File: config.mk
export PLATFORM = sky130hd
export DESIGN_NAME = rr_arbiter16
export DESIGN_NICKNAME = d
export VERILOG_FILES = /design/src/rtl/rr_arbiter16.sv
export SDC_FILE = /design/constraint.sdc
export NUM_CORES = 1
export LEC_CHECK = 0
export CORE_MARGIN = 1.5
export CORE_UTILIZATION = 38
export DETAILED_ROUTE_END_ITERATION = 10
export DONT_BUFFER_PORTS = 1
export GPL_ROUTABILITY_DRIVEN = 0
export PLACE_DENSITY = 0.51
export SLEW_MARGIN = 30
export SYNTH_ARGS = -nofsm -noshare
export SYNTH_HDL_FRONTEND = slang
export SYNTH_SLANG_ARGS = --single-unit
File: constraint.sdc
create_clock -name clk -period 4.2 [get_ports clk]
set_input_delay 0.63 -clock clk [delete_from_list [all_inputs] [get_ports clk]]
set_output_delay 0.63 -clock clk [all_outputs]
set_load 0.1 [all_outputs]
File: src/rtl/rr_arbiter16.sv
// Round-robin arbiter for 16 requesters with a registered one-hot grant,
// encoded winner index, grant hold and an optional hold timeout.
module rr_arbiter16 #(
  parameter int N        = 16,
  parameter int IDW      = 4,
  parameter int MAX_HOLD = 0
) (
  input  logic           clk,
  input  logic           rst,
  input  logic           en,
  input  logic [N-1:0]   req,
  output logic [N-1:0]   gnt,
  output logic [IDW-1:0] gnt_id,
  output logic           gnt_valid,
  output logic           timeout
);

  localparam int HCW = (MAX_HOLD < 1) ? 1 : $clog2(MAX_HOLD + 1);
  localparam logic [HCW-1:0] HOLD_LIMIT = HCW'(MAX_HOLD);
  localparam logic [N-1:0]   ONE_HOT0   = N'(1);

  typedef enum logic {IDLE, GRANT} state_t;

  state_t         state_reg;
  logic [IDW-1:0] ptr_reg;
  logic [HCW-1:0] hold_cnt_reg;

  logic [IDW-1:0] start;
  logic [N-1:0]   req_rot;
  logic [IDW-1:0] off;
  logic [IDW-1:0] win_id;
  logic           found;
  logic           holder_req;
  logic           hold_expired;

  // While granting, the only re-arbitration ever used starts just past the holder.
  assign start = (state_reg == GRANT) ? gnt_id + 1'b1 : ptr_reg;

  for (genvar gi = 0; gi < N; gi++) begin : g_rot
    assign req_rot[gi] = req[IDW'(gi) + start];
  end

  always_comb begin
    found = 1'b0;
    off   = '0;
    for (int i = N - 1; i >= 0; i--) begin
      if (req_rot[i]) begin
        found = 1'b1;
        off   = IDW'(i);
      end
    end
  end

  assign win_id       = start + off;
  assign holder_req   = req[gnt_id];
  assign hold_expired = (MAX_HOLD > 0) && (hold_cnt_reg == HOLD_LIMIT);

  always_ff @(posedge clk or posedge rst) begin
    if (rst) begin
      state_reg    <= IDLE;
      ptr_reg      <= '0;
      hold_cnt_reg <= '0;
      gnt          <= '0;
      gnt_id       <= '0;
      gnt_valid    <= 1'b0;
      timeout      <= 1'b0;
    end else begin
      timeout <= 1'b0;
      case (state_reg)
        IDLE: begin
          if (en && found) begin
            gnt          <= ONE_HOT0 << win_id;
            gnt_id       <= win_id;
            gnt_valid    <= 1'b1;
            hold_cnt_reg <= HCW'(1);
            state_reg    <= GRANT;
          end
        end
        GRANT: begin
          if (!en) begin
            gnt          <= '0;
            gnt_id       <= '0;
            gnt_valid    <= 1'b0;
            hold_cnt_reg <= '0;
            state_reg    <= IDLE;
          end else if (!holder_req || hold_expired) begin
            // A release takes precedence, so the pulse only marks a forced revoke.
            ptr_reg <= gnt_id + 1'b1;
            if (holder_req) begin
              timeout <= 1'b1;
            end
            if (found) begin
              gnt          <= ONE_HOT0 << win_id;
              gnt_id       <= win_id;
              hold_cnt_reg <= HCW'(1);
            end else begin
              gnt          <= '0;
              gnt_id       <= '0;
              gnt_valid    <= 1'b0;
              hold_cnt_reg <= '0;
              state_reg    <= IDLE;
            end
          end else if (hold_cnt_reg != '1) begin
            hold_cnt_reg <= hold_cnt_reg + 1'b1;
          end
        end
        default: begin
          state_reg <= IDLE;
        end
      endcase
    end
  end

endmodule

# Word level (Yosys, flattened, before mapping)

Cells that the tools add are included.

Logic and storage cells: 136
Register bits after elaboration: 26
Input bits: 19
Output and inout bits: 22

Bitwise gates (word level): 2
Magnitude comparators: 17
Shifts and indexed selects: 1
Muxes and demuxes: 87
Reduce and logical (&&, ||, !) cells: 4
$add $sub $neg: 17
Equal/unequal tests: 3

Operator list:

| kind                                                | count |
|---|---|
| < comparator 4 x 5 -> 1 bit (second input constant) | 17 |
| 2-to-1 mux 4 bit                                    | 21 |
| binary-select mux 1 bit (select 4 bit)              | 17 |
| 2-to-1 mux 16 bit                                   | 4 |
| 2-to-1 mux 1 bit                                    | 41 |
| adder 4 bit (first input constant)                  | 8 |
| case mux 16 bit (2 select lines)                    | 1 |
| adder 3 x 4 -> 4 bit (first input constant)         | 4 |
| left shift 1 x 4 -> 16 bit (first input constant)   | 1 |
| adder 2 x 4 -> 4 bit (first input constant)         | 2 |
| case mux 4 bit (2 select lines)                     | 1 |
| inequality test 3 bit (second input constant)       | 2 |
| AND reduction 3 bit                                 | 2 |
| adder 1 x 4 -> 4 bit (first input constant)         | 1 |
| adder 4 x 1 -> 4 bit (second input constant)        | 1 |
| adder 4 bit                                         | 1 |
| case mux 1 bit (2 select lines)                     | 2 |
| inequality test 2 bit (second input constant)       | 1 |
| NOT 1 bit                                           | 2 |
| AND reduction 2 bit                                 | 1 |
| logical AND 1 bit                                   | 1 |

# Depth between registers and ports, before layout

Word-level depth: 27
Gate-level depth with buffers: 20

# Worst setup path after synthesis

No wires, ideal clock.

Path type: register -> register
Start point: register gnt_id[1]
End point: register gnt[3]
Setup time: 0.069 ns
Data arrival time: 5.184 ns
Cell stages (with the launch flop): 20
Period minus slack after synthesis: 5.253 ns
Setup slack: -1.053 ns
Path through: dfrtp_1 ha_1 mux2i_4 inv_2 buf_6 ha_1 xnor2_4 mux4_1 mux2i_1 nor3_1 o311ai_0 nand4b_1 a21oi_1 ha_1 inv_1 fa_1 xnor2_1 nor2_1 a21boi_0 a22o_1

Cells in the longest elaborated chain, start to end: 27

RTL lines:

| item                                   | line   | text |
|---|---|---|
| start: declaration                     | 13     | `output logic [IDW-1:0] gnt_id,` |
| start signal: assignment               | 73     | `gnt_id <= win_id;` |
| start signal: assignment               | 94     | `gnt_id <= win_id;` |
| adder 4 x 1 -> 4 bit                   | 37     | `assign start = (state_reg == GRANT) ? gnt_id + 1'b1 : ptr_reg;` |
| 2-to-1 mux 4 bit                       | 37     |  |
| adder 4 bit                            | 40     | `assign req_rot[gi] = req[IDW'(gi) + start];` |
| binary-select mux 1 bit (select 4 bit) | 40     |  |
| 2-to-1 mux 1 bit (not written as such) | 40     |  |
| 2-to-1 mux 4 bit (16 in a row)         | 47     | `if (req_rot[i]) begin` |
| adder 4 bit                            | 54     | `assign win_id = start + off;` |
| left shift 1 x 4 -> 16 bit             | 72, 93 |  |
| 2-to-1 mux 16 bit                      | 92     | `if (found) begin` |
| 2-to-1 mux 16 bit                      | 86     | `end else if (!holder_req \|\| hold_expired) begin` |
| 2-to-1 mux 16 bit                      | 80     | `if (!en) begin` |
| case mux 16 bit (2 select lines)       | 69     | `case (state_reg)` |
| end signal: assignment                 | 72     | `gnt <= ONE_HOT0 << win_id;` |
| end signal: assignment                 | 93     | `gnt <= ONE_HOT0 << win_id;` |
| end: declaration                       | 12     | `output logic [N-1:0] gnt,` |

Several ways; a longest one is shown, not always the timed one. The select of a mux whose other input is x is not followed.
A chain may end at the register's enable or synchronous reset.

# Final worst setup path

Start point: register gnt_id[1]
End point: register gnt[10]

Same word-level chain as after synthesis.

==> impl_metrics.toml <==
[timing]
hold_violations = 0
max_freq_ghz = 0.2271
drv_slew = 0
relSlewSlack_pct = 38.27
clock_skew_ns = 0.008820
rsz0062_at_grt = "true"
finalSetupViolations = 17
worst_pin_slew_ns = 0.9260
fin_crit_sh_pct = 104.8
layout_setup_ws_ns = -0.2032
fin_crit_ns = 4.403
whs_ns = 0.2697

[setup_path]
path_delay_family = "multiplexers"
reg2reg_slack_ns = -0.20
rr_startpoint = "gnt_id[1]"
cp_num_buf_inv = 1
r2r_end = "gnt[10]"
startpoint_type = "flop"
critPathCaptureType = "flop"
arrival_ns = 4.62
crit_chain = "ha_4 > mux2i_4 > inv_2 > ha_4 > xnor2_4 > mux4_2 > mux2_4 > nand3b_1 > a22oi_1 > o21ai_1 > a21oi_2 > ha_1 > a21o_1 > a21oi_4 > xor2_4 > mux2i_2 > a32o_1"
crit_path_max_fanout = 4
reg2reg_depth = 17
cp_data_required_time_ns = 4.42
crit_top_cell = "ha_4"
crit_type = "reg -> reg"
cpMaxStageDelayCell = "mux4_2"
crit_path_max_incr_delay_ns = 0.58

[synthesis]
syn-num-nets = 260
ys_warn_count = 0
avgSynthCellArea_um2 = 11.43
synth-main-ff-cell = "dfrtp_1"
postSynthCellCount = 234
synth_edf_count = 0
synth_area_mm2 = 0.002675
synth_seq_area_share_pct = 24.32
ys_async_sr_fraction_pct = 100.0
ys_ff_latch = 26
yosys.cell_types.count = 55

[floorplanning]
fp.dieArea_mm2 = 0.007552
initial_core_util_pct = 39.37
die_x_um = 86.90
pin_count = 41
rows = 30
die_h_um = 86.90
core_area_mm2 = 0.006794

[clock_tree]
cts_buffer_depth = 2
cts.reportedPaths.clkPinSlew_ns = 0.10
cts-htree-levels = 1
clock_latency_ns = 0.28
cts_root_buffer = "clkbuf_8"
cts_made_buffers = 3
cts.sinks = 26
tritoncts = "built"

[layout]
antenna_cells = 0
layout_common_cells = "48 x buf_4, 32 x mux2i_1, 23 x dfrtp_1"
final_common_cell = "buf_4"
drive_above_1_share_pct = 45.13
area_delta_synth_final_pct = 24.23
largest_reg_flops = 16
final_nets = 304

[status]
outcome = "complete, but fails checks"
violations = "setup timing"

[run]
maxCapViolCount = 0

[global_routing]
first_global_vias = 2097
grt_max_degree = 27
grt.overflow.total = 0
grt_pass1_wl_um = 11260
antenna_found_initial = 0
track_usage_pct = 18.96

[detailed_routing]
routed-via-count = 2143
drc = 0
ant_nets = 0
avgViaCountPerCell = 5.745
wl_per_cell_um = 18.39
first_iter_violations = 74
first_pass_iters = 4
wirelength_um = 6860

[place]
hpwl_um = 5370
io_buffer_count = 0

[min_path]
hp-class = "in -> async"
## metrics by stage
step	setup TNS, ns	setup slack, ns	cell area, µm²	cells	utilization [%]
global route	-7.280	-0.4329	3323	373	48.91
finish	-2.948	-0.2032	3323	373	48.91
global placement	-2.844	-0.1884	3143	366	46.26
floorplan	-4.011	-0.2498	2778	234	-
CTS	-3.167	-0.2082	3248	370	47.81
detailed placement	-2.549	-0.1775	3143	366	46.26
## worst register-to-register path: stages (launching register included)
cell and delay [ns]:
dfrtp_4 0.51, ha_4 0.26, mux2i_4 0.21, inv_2 0.08, ha_4 0.18, xnor2_4 0.22, mux4_2 0.58, mux2_4 0.30
nand3b_1 0.11, a22oi_1 0.10, o21ai_1 0.21, a21oi_2 0.09, ha_1 0.28, a21o_1 0.19, a21oi_4 0.19, xor2_4 0.26
mux2i_2 0.37, a32o_1 0.21
## logic make-up after synthesis
kind of cell	count (synthesis)	synth area share (%)
XOR/XNOR	12	5.192
flip-flops	26	24.32
AND/OR/NAND/NOR	51	9.589
other	1	0.1402
buffers and inverters	20	5.332
multiplexers	66	36.11
AO/OA/AOI/OAI	50	15.34
adder cells (fa/ha/maj)	8	3.976
## synthesized netlist by cell type, drive strengths merged, types with 2 or more instances
cell type  instances  area (µm²)
or2                3       18.77
o211ai             2       15.01
inv                7       28.78
nor2b              3       18.77
mux4              21       476.7
xor2               3       33.79
o21ai              2       10.01
nor2              17       63.81
a32o               8       80.08
ha                 6       75.07
mux2i             37       399.1
mux2               8       90.09
a22o              10       87.58
a21oi             11       55.05
nand2              9       33.78
nand3              4       20.02
buf               11       106.4
nand3b             2       15.01
clkbuf             2       7.510
xnor2              9       105.1
o22ai              2       12.51
a21o               5       38.79
dfrtp             26       650.6
and2               3       18.77
nor3               4       20.02
## layout make-up
type / count / area [µm²]
fillers: 635 / 3471
multi-input cells: 190 / 2052
flip-flops and latches: 26 / 659.4
repair buffers: 50 / 391.6
well taps: 96 / 120.1
clock buffers: 3 / 41.29
clock inverters: 1 / 30.03
inverters: 7 / 28.78
## repair_timing
action,in CTS,in global routing
cloned,0,2
setup buffers,0,1
pin swaps,3,5
resized for setup,6,7
hold buffers,0,0
setup endpoints to repair,18,20
## worst max-delay path by stage
stage / startpoint / end / cells after the start
3_5_place_dp: gnt_id[1] / gnt[15] / 17
3_3_place_gp: gnt_id[1] / gnt[10] / 17
4_1_cts: gnt_id[1] / gnt[15] / 17
6_report: gnt_id[1] / gnt[10] / 17
2_1_floorplan: gnt_id[1] / gnt[10] / 18
5_1_grt: gnt_id[1] / gnt[7] / 18
## routing by layer
metal / vias to the layer above / track usage (%) / wire, µm
met2: 63 / 28.96 / 3143
met5: - / 0 / 0
met4: 0 / 0.4399 / 0
li1: 1009 / - / -
met3: 0 / 4.455 / 375
met1: 1071 / 28.86 / 3341
Power is not shown: default switching activity piles up to over one toggle a cycle in this logic, so the estimate is an artifact.
